`config.mk`:
```
export PLATFORM = sky130hd
export DESIGN_NAME = al422_frame_writer
export DESIGN_NICKNAME = d
export VERILOG_FILES = /design/src/rtl/al422_frame_writer.sv
export SDC_FILE = /design/constraint.sdc
export NUM_CORES = 1
export LEC_CHECK = 0
export BUFFER_PORTS_ARGS = -buffer_cell sky130_fd_sc_hd__buf_2
export CAP_MARGIN = 10
export CORE_MARGIN = 2
export CORE_UTILIZATION = 65
export CTS_BUF_LIST = sky130_fd_sc_hd__clkbuf_4 sky130_fd_sc_hd__clkbuf_8
export DETAILED_ROUTE_END_ITERATION = 12
export PLACE_DENSITY = 0.95
export SYNTH_ARGS = -nofsm -noshare
export SYNTH_HDL_FRONTEND = slang
export SYNTH_SLANG_ARGS = --single-unit
```
`constraint.sdc`:
```
create_clock -name in_clk -period 3.41 [get_ports in_clk]
set_input_delay 0.341 -clock in_clk [delete_from_list [all_inputs] [get_ports in_clk]]
set_output_delay 0.341 -clock in_clk [all_outputs]
set_load 0.01 [all_outputs]
```
`src/rtl/al422_frame_writer.sv`:
```
// al422_frame_writer
//   Write-side front end for the AL422 frame FIFO. Takes a byte stream with
//   start-of-frame markers, resets the AL422 write pointer at every frame
//   start and writes exactly FRAME_BYTES bytes per frame through registered
//   WCK, /WE, /WRST and DI pins derived from the system clock.
//
// Ports
//   in_clk, in_rst   system clock, synchronous active-high reset
//   in_data          stream byte (opaque payload)
//   in_valid/in_sof  byte valid / byte is byte 0 of a frame
//   in_ready         registered ready
//   al422_data       AL422 DI bus
//   al422_wclk       AL422 WCK, half of in_clk, 50% duty
//   al422_we_n       AL422 /WE
//   al422_wrst_n     AL422 /WRST
//   frame_done       one-cycle pulse after the last byte of a frame is latched
//   err_short        one-cycle pulse when an SOF aborts an incomplete frame
//   err_drop         one-cycle pulse when a stray non-SOF byte is discarded
//   dbg_state        current FSM state (0 IDLE, 1 WRST, 2 WRITE, 3 DONE)
//
// Handshake: a byte transfers on a rising in_clk edge where in_valid and
// in_ready are both 1. The source holds in_valid, in_sof and in_data stable
// until that edge; in_ready never depends combinationally on the inputs.
module al422_frame_writer #(
    parameter int FRAME_BYTES = 8192,
    parameter int RST_WCK     = 2
) (
    input  logic       in_clk,
    input  logic       in_rst,
    input  logic [7:0] in_data,
    input  logic       in_valid,
    input  logic       in_sof,
    output logic       in_ready,
    output logic [7:0] al422_data,
    output logic       al422_wclk,
    output logic       al422_we_n,
    output logic       al422_wrst_n,
    output logic       frame_done,
    output logic       err_short,
    output logic       err_drop,
    output logic [1:0] dbg_state
);

    typedef enum logic [1:0] {
        S_IDLE  = 2'd0,
        S_WRST  = 2'd1,
        S_WRITE = 2'd2,
        S_DONE  = 2'd3
    } state_t;

    localparam logic [15:0] FRAME_LAST = 16'(FRAME_BYTES);
    localparam logic [3:0]  RST_RISES  = 4'(RST_WCK);

    state_t      state_q, state_d;
    logic        wclk_q, wclk_d;
    logic        we_n_q, we_n_d;
    logic        wrst_n_q, wrst_n_d;
    logic [7:0]  data_q, data_d;
    logic        ready_q, ready_d;
    logic        done_q, done_d;
    logic        short_q, short_d;
    logic        drop_q, drop_d;
    logic [15:0] cnt_q, cnt_d;
    logic [3:0]  rst_cnt_q, rst_cnt_d;
    logic [7:0]  hold_q, hold_d;
    logic        hold_full_q, hold_full_d;
    logic        accept;

    assign accept = in_valid & ready_q;

    always_comb begin
        state_d     = state_q;
        wclk_d      = ~wclk_q;
        we_n_d      = we_n_q;
        wrst_n_d    = wrst_n_q;
        data_d      = data_q;
        done_d      = 1'b0;
        short_d     = 1'b0;
        drop_d      = 1'b0;
        cnt_d       = cnt_q;
        rst_cnt_d   = rst_cnt_q;
        hold_d      = hold_q;
        hold_full_d = hold_full_q;

        // wclk_q=1 means this edge is a WCK falling edge (the only edge on
        // which DI and /WE may move); wclk_q=0 means WCK rises on this edge.
        case (state_q)
            S_IDLE: begin
                if (accept) begin
                    if (in_sof) begin
                        hold_d      = in_data;
                        hold_full_d = 1'b1;
                        rst_cnt_d   = 4'd0;
                        wrst_n_d    = 1'b0;
                        state_d     = S_WRST;
                    end else begin
                        drop_d = 1'b1;
                    end
                end
            end
            S_WRST: begin
                // Count WCK rises seen with /WRST already low; release on
                // the following falling edge so /WRST never moves with a rise.
                if (!wclk_q) begin
                    rst_cnt_d = rst_cnt_q + 4'd1;
                end else if (rst_cnt_q == RST_RISES) begin
                    wrst_n_d = 1'b1;
                    cnt_d    = 16'd0;
                    state_d  = S_WRITE;
                end
            end
            S_WRITE: begin
                if (cnt_q == FRAME_LAST) begin
                    // The last byte is latched by the rise on this edge.
                    if (!wclk_q) begin
                        done_d  = 1'b1;
                        state_d = S_DONE;
                    end
                end else if (wclk_q) begin
                    we_n_d = 1'b1;
                    if (hold_full_q) begin
                        data_d      = hold_q;
                        we_n_d      = 1'b0;
                        hold_full_d = 1'b0;
                        cnt_d       = cnt_q + 16'd1;
                    end else if (accept) begin
                        if (in_sof) begin
                            // Abort: the new SOF byte waits in the hold
                            // register while the pointer is reset again.
                            hold_d      = in_data;
                            hold_full_d = 1'b1;
                            short_d     = 1'b1;
                            rst_cnt_d   = 4'd0;
                            wrst_n_d    = 1'b0;
                            state_d     = S_WRST;
                        end else begin
                            data_d = in_data;
                            we_n_d = 1'b0;
                            cnt_d  = cnt_q + 16'd1;
                        end
                    end
                end
            end
            S_DONE: begin
                // DONE always lasts one cycle with WCK high, so this edge is
                // a falling edge and /WE can be released here.
                we_n_d  = 1'b1;
                state_d = S_IDLE;
            end
            default: state_d = S_IDLE;
        endcase

        // Accept in WRITE only for cycles where WCK will be high, so the
        // accepted byte is driven on the following falling edge.
        ready_d = (state_d == S_IDLE) ||
                  ((state_d == S_WRITE) && wclk_d && !hold_full_d &&
                   (cnt_d != FRAME_LAST));
    end

    always_ff @(posedge in_clk) begin
        if (in_rst) begin
            state_q     <= S_IDLE;
            wclk_q      <= 1'b0;
            we_n_q      <= 1'b1;
            wrst_n_q    <= 1'b1;
            data_q      <= 8'd0;
            ready_q     <= 1'b0;
            done_q      <= 1'b0;
            short_q     <= 1'b0;
            drop_q      <= 1'b0;
            cnt_q       <= 16'd0;
            rst_cnt_q   <= 4'd0;
            hold_q      <= 8'd0;
            hold_full_q <= 1'b0;
        end else begin
            state_q     <= state_d;
            wclk_q      <= wclk_d;
            we_n_q      <= we_n_d;
            wrst_n_q    <= wrst_n_d;
            data_q      <= data_d;
            ready_q     <= ready_d;
            done_q      <= done_d;
            short_q     <= short_d;
            drop_q      <= drop_d;
            cnt_q       <= cnt_d;
            rst_cnt_q   <= rst_cnt_d;
            hold_q      <= hold_d;
            hold_full_q <= hold_full_d;
        end
    end

    assign in_ready     = ready_q;
    assign al422_data   = data_q;
    assign al422_wclk   = wclk_q;
    assign al422_we_n   = we_n_q;
    assign al422_wrst_n = wrst_n_q;
    assign frame_done   = done_q;
    assign err_short    = short_q;
    assign err_drop     = drop_q;
    assign dbg_state    = state_q;

endmodule
```
==> results by stage, run 1 <==
Critical path:
- The worst setup path is captured at a flip-flop.
- The required time of the critical path is 3620 ps.
- The kind of start point of the critical path is a flip-flop.
- Traced cell by cell, the critical path runs through inv_1 -> ha_1 -> nand2_1 -> buf_4 -> nor4_1 -> a211oi_1 -> and4_1 -> nand4_1 -> o41a_1.
- The worst stage delay on the critical path is ~420 ps.
- The combined buffer and inverter count along the critical path is 2.
- Of all nets on the critical path, the largest fanout is 14.
- By startpoint and endpoint, the worst setup path is classified as flip-flop to flip-flop.
- The slowest stage of the critical path is the sky130_fd_sc_hd__o41a_1 cell.
- The family with the most delay on the worst path is simple AND/OR/NAND/NOR gates.
- At the worst endpoint, the arrival time is 2960 ps.

GRT:
- The initial antenna violation count is 0.
- The number of global-route vias before repair is 2359.
- Entering global routing, the biggest net connects between 40 and 50 pins.
- For this run the aggregate overflow at the end of global routing stands at 0.
- The first-pass GRT wire length is 10800 um.
- Global routing used roughly 31% of the available tracks.

Yosys:
- Of the synthesized area, sequential elements account for 35.4%.
- The most area-hungry cell type in the Yosys netlist is sky130_fd_sc_hd__dfxtp_1.
- The cell count after synthesis came out at slightly above 300.
- The number of nets handed over by synthesis was 324.
- Ranked by total cell area, the synthesized netlist is headed by sky130_fd_sc_hd__dfxtp_1 (35%), sky130_fd_sc_hd__mux2i_1 (6.9%), sky130_fd_sc_hd__nor2_1 (6.3%), sky130_fd_sc_hd__ha_1 (3.8%), sky130_fd_sc_hd__a211oi_1 (3.8%).
- In this run, synthesis produced a sequential element count of 46.
- The post-synthesis cell area is ~0.0026 mm2.
- The count of flip-flops with a built-in enable after synthesis is 0.
- During synthesis, Yosys emitted a total of 0 warnings.
- Each instance of the synthesized netlist takes up on average ~8.6 um2.
- The share of synthesized registers carrying an async set or reset is 0%.
- The post-synthesis cell type count is 64.
- The share of the synthesized area in the top cell type is ~35%.
- The prevailing post-synth register cell is sky130_fd_sc_hd__dfxtp_1.

Floorplanning:
- 29 I/O pins were placed.
- The core outline area is 0.00374 mm2.
- The die outline height is 67.3 um.
- After floorplanning, the core was divided into 22 placement rows.
- In this run the horizontal extent of the chip is around 67 um.
- The initial utilization of the core area, before any placement, comes to a little over two thirds.
- The overall die area is ~0.0045 mm2.

Clock network:
- The CTS sink count is 46.
- The buffers inserted during post-CTS setup optimization is 0.
- In this run the clock root is driven by a sky130_fd_sc_hd__clkbuf_8.
- The post-CTS resize count is 0.
- The total CTS buffers is 5.
- The later pin in the worst-skew pair is clocked with a latency of 320 ps.
- Clock-pin slew was measured on the worst setup and hold paths at roughly 100 ps.
- The maximum level of the CTS H-tree is 2.
- The worst-case clock buffer depth is 2.
- For this design, the CTS-stage hold fixing added 0 buffers.
- TritonCTS built the clock tree.

Drt:
- The number of detailed-route iterations in the first pass is 5.
- The number of design rule violations left after detail routing is 0.
- The final routed wirelength across all metal layers is 6350 um.
- The count of nets left with antenna violations once routing finished came out at 0.
- The routed layout has 2456 vias.
- The average via count per standard cell is approximately 6.6.
- The DRC marker count from the first detailed-route iteration is about 300.
- In the final routed layout, each cell accounts on average for between 15 and 20 um.

Cells and area:
- The number of inserted filler cells in the final layout is 275.
- The repair_antennas step left the layout with diodes totalling 0.
- The share of post-route cells with drive strength above 1 is between 10% and 20%.
- Cells fill around 75% of the core in the end.
- The net count of the finished layout is roughly 340.
- The area growth from synthesis to final layout is 7.74%.
- Leaving out filler cells and counting taps, the final layout contains ~370.
- The finished cells cover about 0.0028 mm2.

STA:
- Setup violations remaining at the end of the flow were counted as 0.
- The count of final hold-check violations came to 0.
- The maximum clock frequency is 0.364 GHz.
- The time the worst path needs with I/O delays and setup is ~2800 ps.
- The worst-case hold slack is 279 ps.
- Setup repair after global routing left no endpoint under its margin.
- Headroom to the max-slew limit came out at a little over a third.
- The clock arrives with 14.9 ps of skew.
- The accumulated negative setup slack is 0 ps.
- The worst path uses 80.7% of the clock period.
- The max-slew violation count is 0.
- The slew at the pin closest to its max-slew limit is around 950 ps.

Pwr:
- In this run the power density over the cells is 353 mW/mm2.
- In this run the static leakage power is around 0.0011 uW.
- IR analysis of the VDD net gives a maximum drop of a little over 0.3 mV.

Placement:
- The count of placed standard cells including taps is around 360.
- After legalization and detailed placement, the total HPWL measured roughly 4400 um.
- The routability congestion estimate from global placement is 0.922.
- The post-place instance area is roughly 0.0027 mm2.
- The count of buffers added on input and output ports is 28.

Run:
- The max-capacitance violation count is 0.

Status:
- The flow ran to the end, and the final reports show no timing, DRC or antenna violations.

Min path:
- The min-delay analysis places its worst path in the category primary input to flip-flop.
## worst paths after layout
check,start,endpoint,slack (ps),depth (start not counted)
max reg2reg,dbg_state[0],in_ready,660,9
max,dbg_state[0],in_ready,660,9
min,in_data[2],hold_q[2],280,3
min reg2reg,al422_wrst_n,al422_wrst_n,490,1
## worst register-to-register path, stage by stage (launching register included)
cell and delay (ps):
sky130_fd_sc_hd__dfxtp_1 410, sky130_fd_sc_hd__inv_1 100, sky130_fd_sc_hd__ha_1 380, sky130_fd_sc_hd__nand2_1 370
sky130_fd_sc_hd__buf_4 230, sky130_fd_sc_hd__nor4_1 60, sky130_fd_sc_hd__a211oi_1 280, sky130_fd_sc_hd__and4_1 280
sky130_fd_sc_hd__nand4_1 120, sky130_fd_sc_hd__o41a_1 420
## synthesized netlist by cell type (5+ instances only)
cell	number
sky130_fd_sc_hd__dfxtp_1	46
sky130_fd_sc_hd__nor2_1	44
sky130_fd_sc_hd__nand2_1	23
sky130_fd_sc_hd__mux2i_1	18
sky130_fd_sc_hd__a21oi_1	16
sky130_fd_sc_hd__a211oi_1	13
sky130_fd_sc_hd__clkbuf_1	9
sky130_fd_sc_hd__nand3_1	9
sky130_fd_sc_hd__ha_1	8
sky130_fd_sc_hd__inv_1	8
sky130_fd_sc_hd__nor3_1	8
sky130_fd_sc_hd__o21ai_0	6
sky130_fd_sc_hd__nand2b_1	5
## layout by cell type, fill, tap and decap left out, drive strengths merged, types with 2 or more instances in the layout
| master | n |
|---|---|
| a21oi | 16 |
| and4 | 5 |
| o41a | 2 |
| buf | 32 |
| o2111ai | 2 |
| o31a | 2 |
| clkinvlp | 2 |
| or3 | 2 |
| a211oi | 13 |
| a211o | 2 |
| nand2b | 5 |
| and3 | 4 |
| and3b | 2 |
| inv | 9 |
| nor3 | 8 |
| xor2 | 4 |
| o22ai | 2 |
| o211a | 3 |
| nor2 | 44 |
| mux2i | 18 |
| nor4 | 5 |
| nand2 | 23 |
| ha | 8 |
| and2 | 4 |
| nand4 | 6 |
| clkbuf | 5 |
| o311ai | 3 |
| dfxtp | 46 |
| o211ai | 2 |
| nand3 | 10 |
| nor2b | 2 |
| a22oi | 2 |
| or4 | 2 |
| a31oi | 4 |
| o21ai | 8 |
| a21o | 4 |
## per-stage QoR
stage	setup WS (ps)	power, uW
6_report	659	989
5_1_grt	390	1030
4_1_cts	716	994
3_5_place_dp	787	647
3_3_place_gp	892	643
2_1_floorplan	1170	625
## logic make-up after synthesis
| family | Yosys count | synth area share (%) |
|---|---|---|
| buffers and inverters | 29 | 5.82 |
| AND/OR/NAND/NOR | 126 | 26.0 |
| AO/OA/AOI/OAI | 73 | 20.7 |
| multiplexers | 18 | 6.93 |
| flip-flops | 46 | 35.4 |
| XOR/XNOR | 4 | 1.35 |
| adder cells (fa/ha/maj) | 8 | 3.85 |
## sequential cells by signal, indices dropped and copies added (netlist names)
signal,cells
err_short,1
al422_data,8
in_ready,1
cnt_q,16
hold_q,8
rst_cnt_q,4
al422_we_n,1
err_drop,1
dbg_state,2
frame_done,1
al422_wclk,1
hold_full_q,1
al422_wrst_n,1
## area by class of cell
type	instances	area, um2	area share [%]
timing repair buffer	32	170	6.07
sequential	46	921	32.9
multi-input combinational	229	1530	54.6
inverter	8	30.0	1.07
clock inverter	3	23.8	0.848
clock buffer	5	68.8	2.46
tap	48	60.1	2.14
## where the power goes
part           total, uW  switching, uW  internal, uW
Sequential           556           11.2           545
Clock                353            206           147
Combinational       79.9           48.4          31.5
## per-layer routing
layer | track usage (%) | vias to the layer above | part of all wire, % | wire (um)
met3 | 6.33 | 27 | 7.4 | 468
met5 | 0 | - | 0 | 0
li1 | - | 1158 | - | -
met4 | 11.7 | 0 | 2.6 | 167
met2 | 53.6 | 133 | 48 | 3050
met1 | 38.3 | 1138 | 42 | 2670
Note: power is estimated with default switching activity, not from simulation.
==> inputs of run 2 (changes only) <==
--- a/config.mk
+++ b/config.mk
@@ -8,10 +8,10 @@
 export BUFFER_PORTS_ARGS = -buffer_cell sky130_fd_sc_hd__buf_2
 export CAP_MARGIN = 10
 export CORE_MARGIN = 2
-export CORE_UTILIZATION = 65
+export CORE_UTILIZATION = 61
 export CTS_BUF_LIST = sky130_fd_sc_hd__clkbuf_4 sky130_fd_sc_hd__clkbuf_8
 export DETAILED_ROUTE_END_ITERATION = 12
-export PLACE_DENSITY = 0.95
+export PLACE_DENSITY = 0.92
 export SYNTH_ARGS = -nofsm -noshare
 export SYNTH_HDL_FRONTEND = slang
 export SYNTH_SLANG_ARGS = --single-unit
==> constraint.sdc (replaced) <==
create_clock -name in_clk -period 2.7 [get_ports in_clk]
set_input_delay 0.27 -clock in_clk [delete_from_list [all_inputs] [get_ports in_clk]]
set_output_delay 0.27 -clock in_clk [all_outputs]
set_load 0.01 [all_outputs]
==> run 2 against run 1 <==
Compared with the run above:
- worst setup slack worse by 470 ps
- final area up 1.0%
- routed wire length fell by 1.4%
- via count shrank 1.3%
- global-route usage fell by 5.0 points
- hold slack got worse by 57 ps
- combinational power grew 34%
- critical path type unchanged
- largest power group unchanged
- highest routed layer unchanged
==> results by stage, run 2 (synthesis results as in run 1) <==
Critical path:
- Ordered cell list for the critical path: inv_1 -> ha_1 -> inv_1 -> o21ai_2 -> a211oi_1 -> and4_1 -> nand4_1 -> o41a_1 (was inv_1 -> ha_1 -> nand2_1 -> buf_4 -> nor4_1 -> a211oi_1 -> and4_1 -> nand4_1 -> o41a_1).
- The kind of start point of the critical path is a flip-flop (unchanged).
- The capturing element type of the critical path was a flip-flop (unchanged).
- The library cell contributing the largest single delay on the critical path is sky130_fd_sc_hd__dfxtp_1 (was sky130_fd_sc_hd__o41a_1).
- The classification of the worst setup path is flip-flop to flip-flop (unchanged).
- The most used cell along the critical path is sky130_fd_sc_hd__inv_1.
- The arrival time of the worst setup path was 2700 ps (was 2960 ps).
- The maximum fanout along the worst path is 19 (was 14).
- The required time of the critical path was 2890 ps (was 3620 ps).
- The worst stage delay on the critical path is 450 ps (was 420 ps).

Clock network:
- The latest clock arrival within the worst-skew pair is 300 ps (was 320 ps).
- The CTS tree is done (unchanged).
- The maximum level of the CTS H-tree came to 2 (unchanged).
- The CTS sink count came to 46 (unchanged).
- The clock-pin slew on the worst setup and hold paths came to 90 ps (was 100 ps).
- The buffers inserted during post-CTS setup optimization was 0 (unchanged).
- The total CTS buffers came to 5 (unchanged).
- The clock root buffer master is sky130_fd_sc_hd__clkbuf_8 (unchanged).
- The worst-case clock buffer depth is 2 (unchanged).

Placement:
- The post-place instance area is 0.00274 mm2 (was 0.00271 mm2).
- The count of input and output buffers is 28 (unchanged).
- The routability congestion estimate from global placement is 1.00 (was 0.922).
- The count of placed standard cells including taps came to 368 (was 363).
- The post-DP HPWL is 4480 um (was 4390 um).

Run:
- The max-capacitance violation count came to 0 (unchanged).

STA:
- The maximum clock frequency came to 0.399 GHz (was 0.364 GHz).
- The worst slew margin relative to its limit came to 43.8% (was 36.4%).
- Unrepaired setup endpoints after global routing: no (unchanged).
- The number of endpoints failing setup at the final stage is 0 (unchanged).
- The final worst clock skew is 7.50 ps (was 14.9 ps).
- The slew at the pin closest to its max-slew limit was 842 ps (was 953 ps).
- The accumulated negative setup slack is 0 ps (unchanged).
- The count of final hold-check violations is 0 (unchanged).
- The max-slew violation count was 0 (unchanged).
- The part of the cycle the worst path needs is 92.9% (was 80.7%).
- The time the worst path needs with I/O delays and setup came to 2510 ps (was 2750 ps).

Drt:
- The number of detailed-route iterations in the first pass is 5 (unchanged).
- The final routed wirelength across all metal layers is 6260 um (was 6350 um).
- The average via count per standard cell is 6.45 (was 6.62).
- The post-detailed-route wirelength per cell is 16.6 um (was 17.1 um).
- The DRC marker count from the first detailed-route iteration is 257 (was 295).
- The via count came to 2424 (was 2456).
- The number of nets with antenna violations after routing came to 0 (unchanged).
- The number of design rule violations left after detail routing is 0 (unchanged).

Cells and area:
- The number of diodes is 0 (unchanged).
- The register containing the most flip-flops in the final layout is cnt_q (unchanged).
- The area growth from synthesis to final layout came to 8.85% (was 7.74%).
- Highest-count cells in the layout ignoring fill and taps: sky130_fd_sc_hd__dfxtp_1 (46), sky130_fd_sc_hd__nor2_1 (44), sky130_fd_sc_hd__buf_2 (28) (unchanged).
- The number of standard cells in the layout, taps in and fillers out is 376 (was 371).
- The flip-flop count of the largest register after layout is 16 (unchanged).
- The net count of the finished layout is 345 (was 342).
- The leading cell type in the layout, fill and taps excluded is sky130_fd_sc_hd__dfxtp_1 (unchanged).
- The post-route cell area came to 0.00283 mm2 (was 0.00280 mm2).
- The share of post-route cells with drive strength above 1 is 18.4% (was 17.3%).

Pwr:
- The power after layout was 1240 uW (was 989 uW).
- The worst supply voltage drop on vdd is 0.410 mV (was 0.302 mV).
- The leakage power total was 0.00110 uW (was 0.00108 uW).
- The power density relative to cell area is 438 mW/mm2 (was 353 mW/mm2).

Min path:
- The class of the most critical hold timing path is primary input to flip-flop (unchanged).

GRT:
- The number of global-route vias before repair is 2260 (was 2359).
- The residual overflow from global routing is 0 (unchanged).
- The initial antenna violation count is 0 (unchanged).
- The global-route usage over all layers is 26.2% (was 31.2%).
- The maximum number of pins on one net before global-route repair is 47 (unchanged).
- The first-pass GRT wire length is 10500 um (was 10800 um).

Floorplanning:
- The die outline height was 69.3 um (was 67.3 um).
- The core outline area is 0.00406 mm2 (was 0.00374 mm2).
- The overall die area is 0.00480 mm2 (was 0.00452 mm2).
- The effective utilization at floorplan is 64.1% (was 69.5%).
- The top-level I/O count came to 29 (unchanged).
- The cell row count is 23 (was 22).
- The die width is 69.3 um (was 67.3 um).

Status:
- Status: complete, no violations (unchanged).
==> run 2: changes by cell type in the layout (fill, tap and decap cells not counted) <==
cell / delta
sky130_fd_sc_hd__buf_4: +3
sky130_fd_sc_hd__clkinv_4: +1
sky130_fd_sc_hd__clkinvlp_4: -1
sky130_fd_sc_hd__nand2_1: -1
sky130_fd_sc_hd__nand2_2: +1
==> run 2: final cells by class <==
| cell class | instances | area, um2 |
|---|---|---|
| Sequential cell | 46 | 921 |
| Clock buffer | 5 | 68.8 |
| Fill cell | 320 | 1230 |
| Inverter | 8 | 30.0 |
| Tap cell | 50 | 62.6 |
| Multi-Input combinational cell | 229 | 1530 |
| Clock inverter | 3 | 25.0 |
| Timing Repair Buffer | 35 | 193 |
==> run 2: power by group <==
group	switching, uW	internal (uW)
combinational	66.3	40.5
clock	251	187
sequential	8.25	689
==> run 2: what timing repair did <==
item	4_1_cts	5_1_grt
setup endpoints to repair	0	1
hold endpoints to repair	0	0
hold buffers	0	0
gates resized for setup	0	1
==> run 2: final timing paths <==
| path | end | cells past startpoint | slack [ps] | from |
|---|---|---|---|---|
| worst max-delay path | in_ready | 8 | 190 | dbg_state[1] |
| worst min-delay path | hold_q[4] | 3 | 220 | in_data[4] |
| worst max register to register | in_ready | 8 | 190 | dbg_state[1] |
| worst min register to register | al422_wrst_n | 1 | 470 | al422_wrst_n |
==> run 2: critical path: cells and delay by family (launching register included) <==
family	cells	cell delay, ps
compound gates	3	1110
flops	1	450
simple gates	2	350
fa+ha+maj	1	220
buf+inv	2	260
==> run 2: metrics by stage <==
stage	util, %	worst slack (ps)	hold WS, ps
5_1_grt	69.8	27.4	232
2_1_floorplan	-	456	417
6_report	69.8	192	223
3_5_place_dp	67.4	216	450
3_3_place_gp	67.4	241	444
4_1_cts	69.7	194	219
==> run 2: metal layers <==
metal  wire length (um)  up-vias  global-route usage, %
met2               3070       98                   44.8
met4                109        0                   8.06
li1                   -     1165                      -
met1               2720     1148                   33.6
met3                359       13                   4.51
met5                  0        -                      0
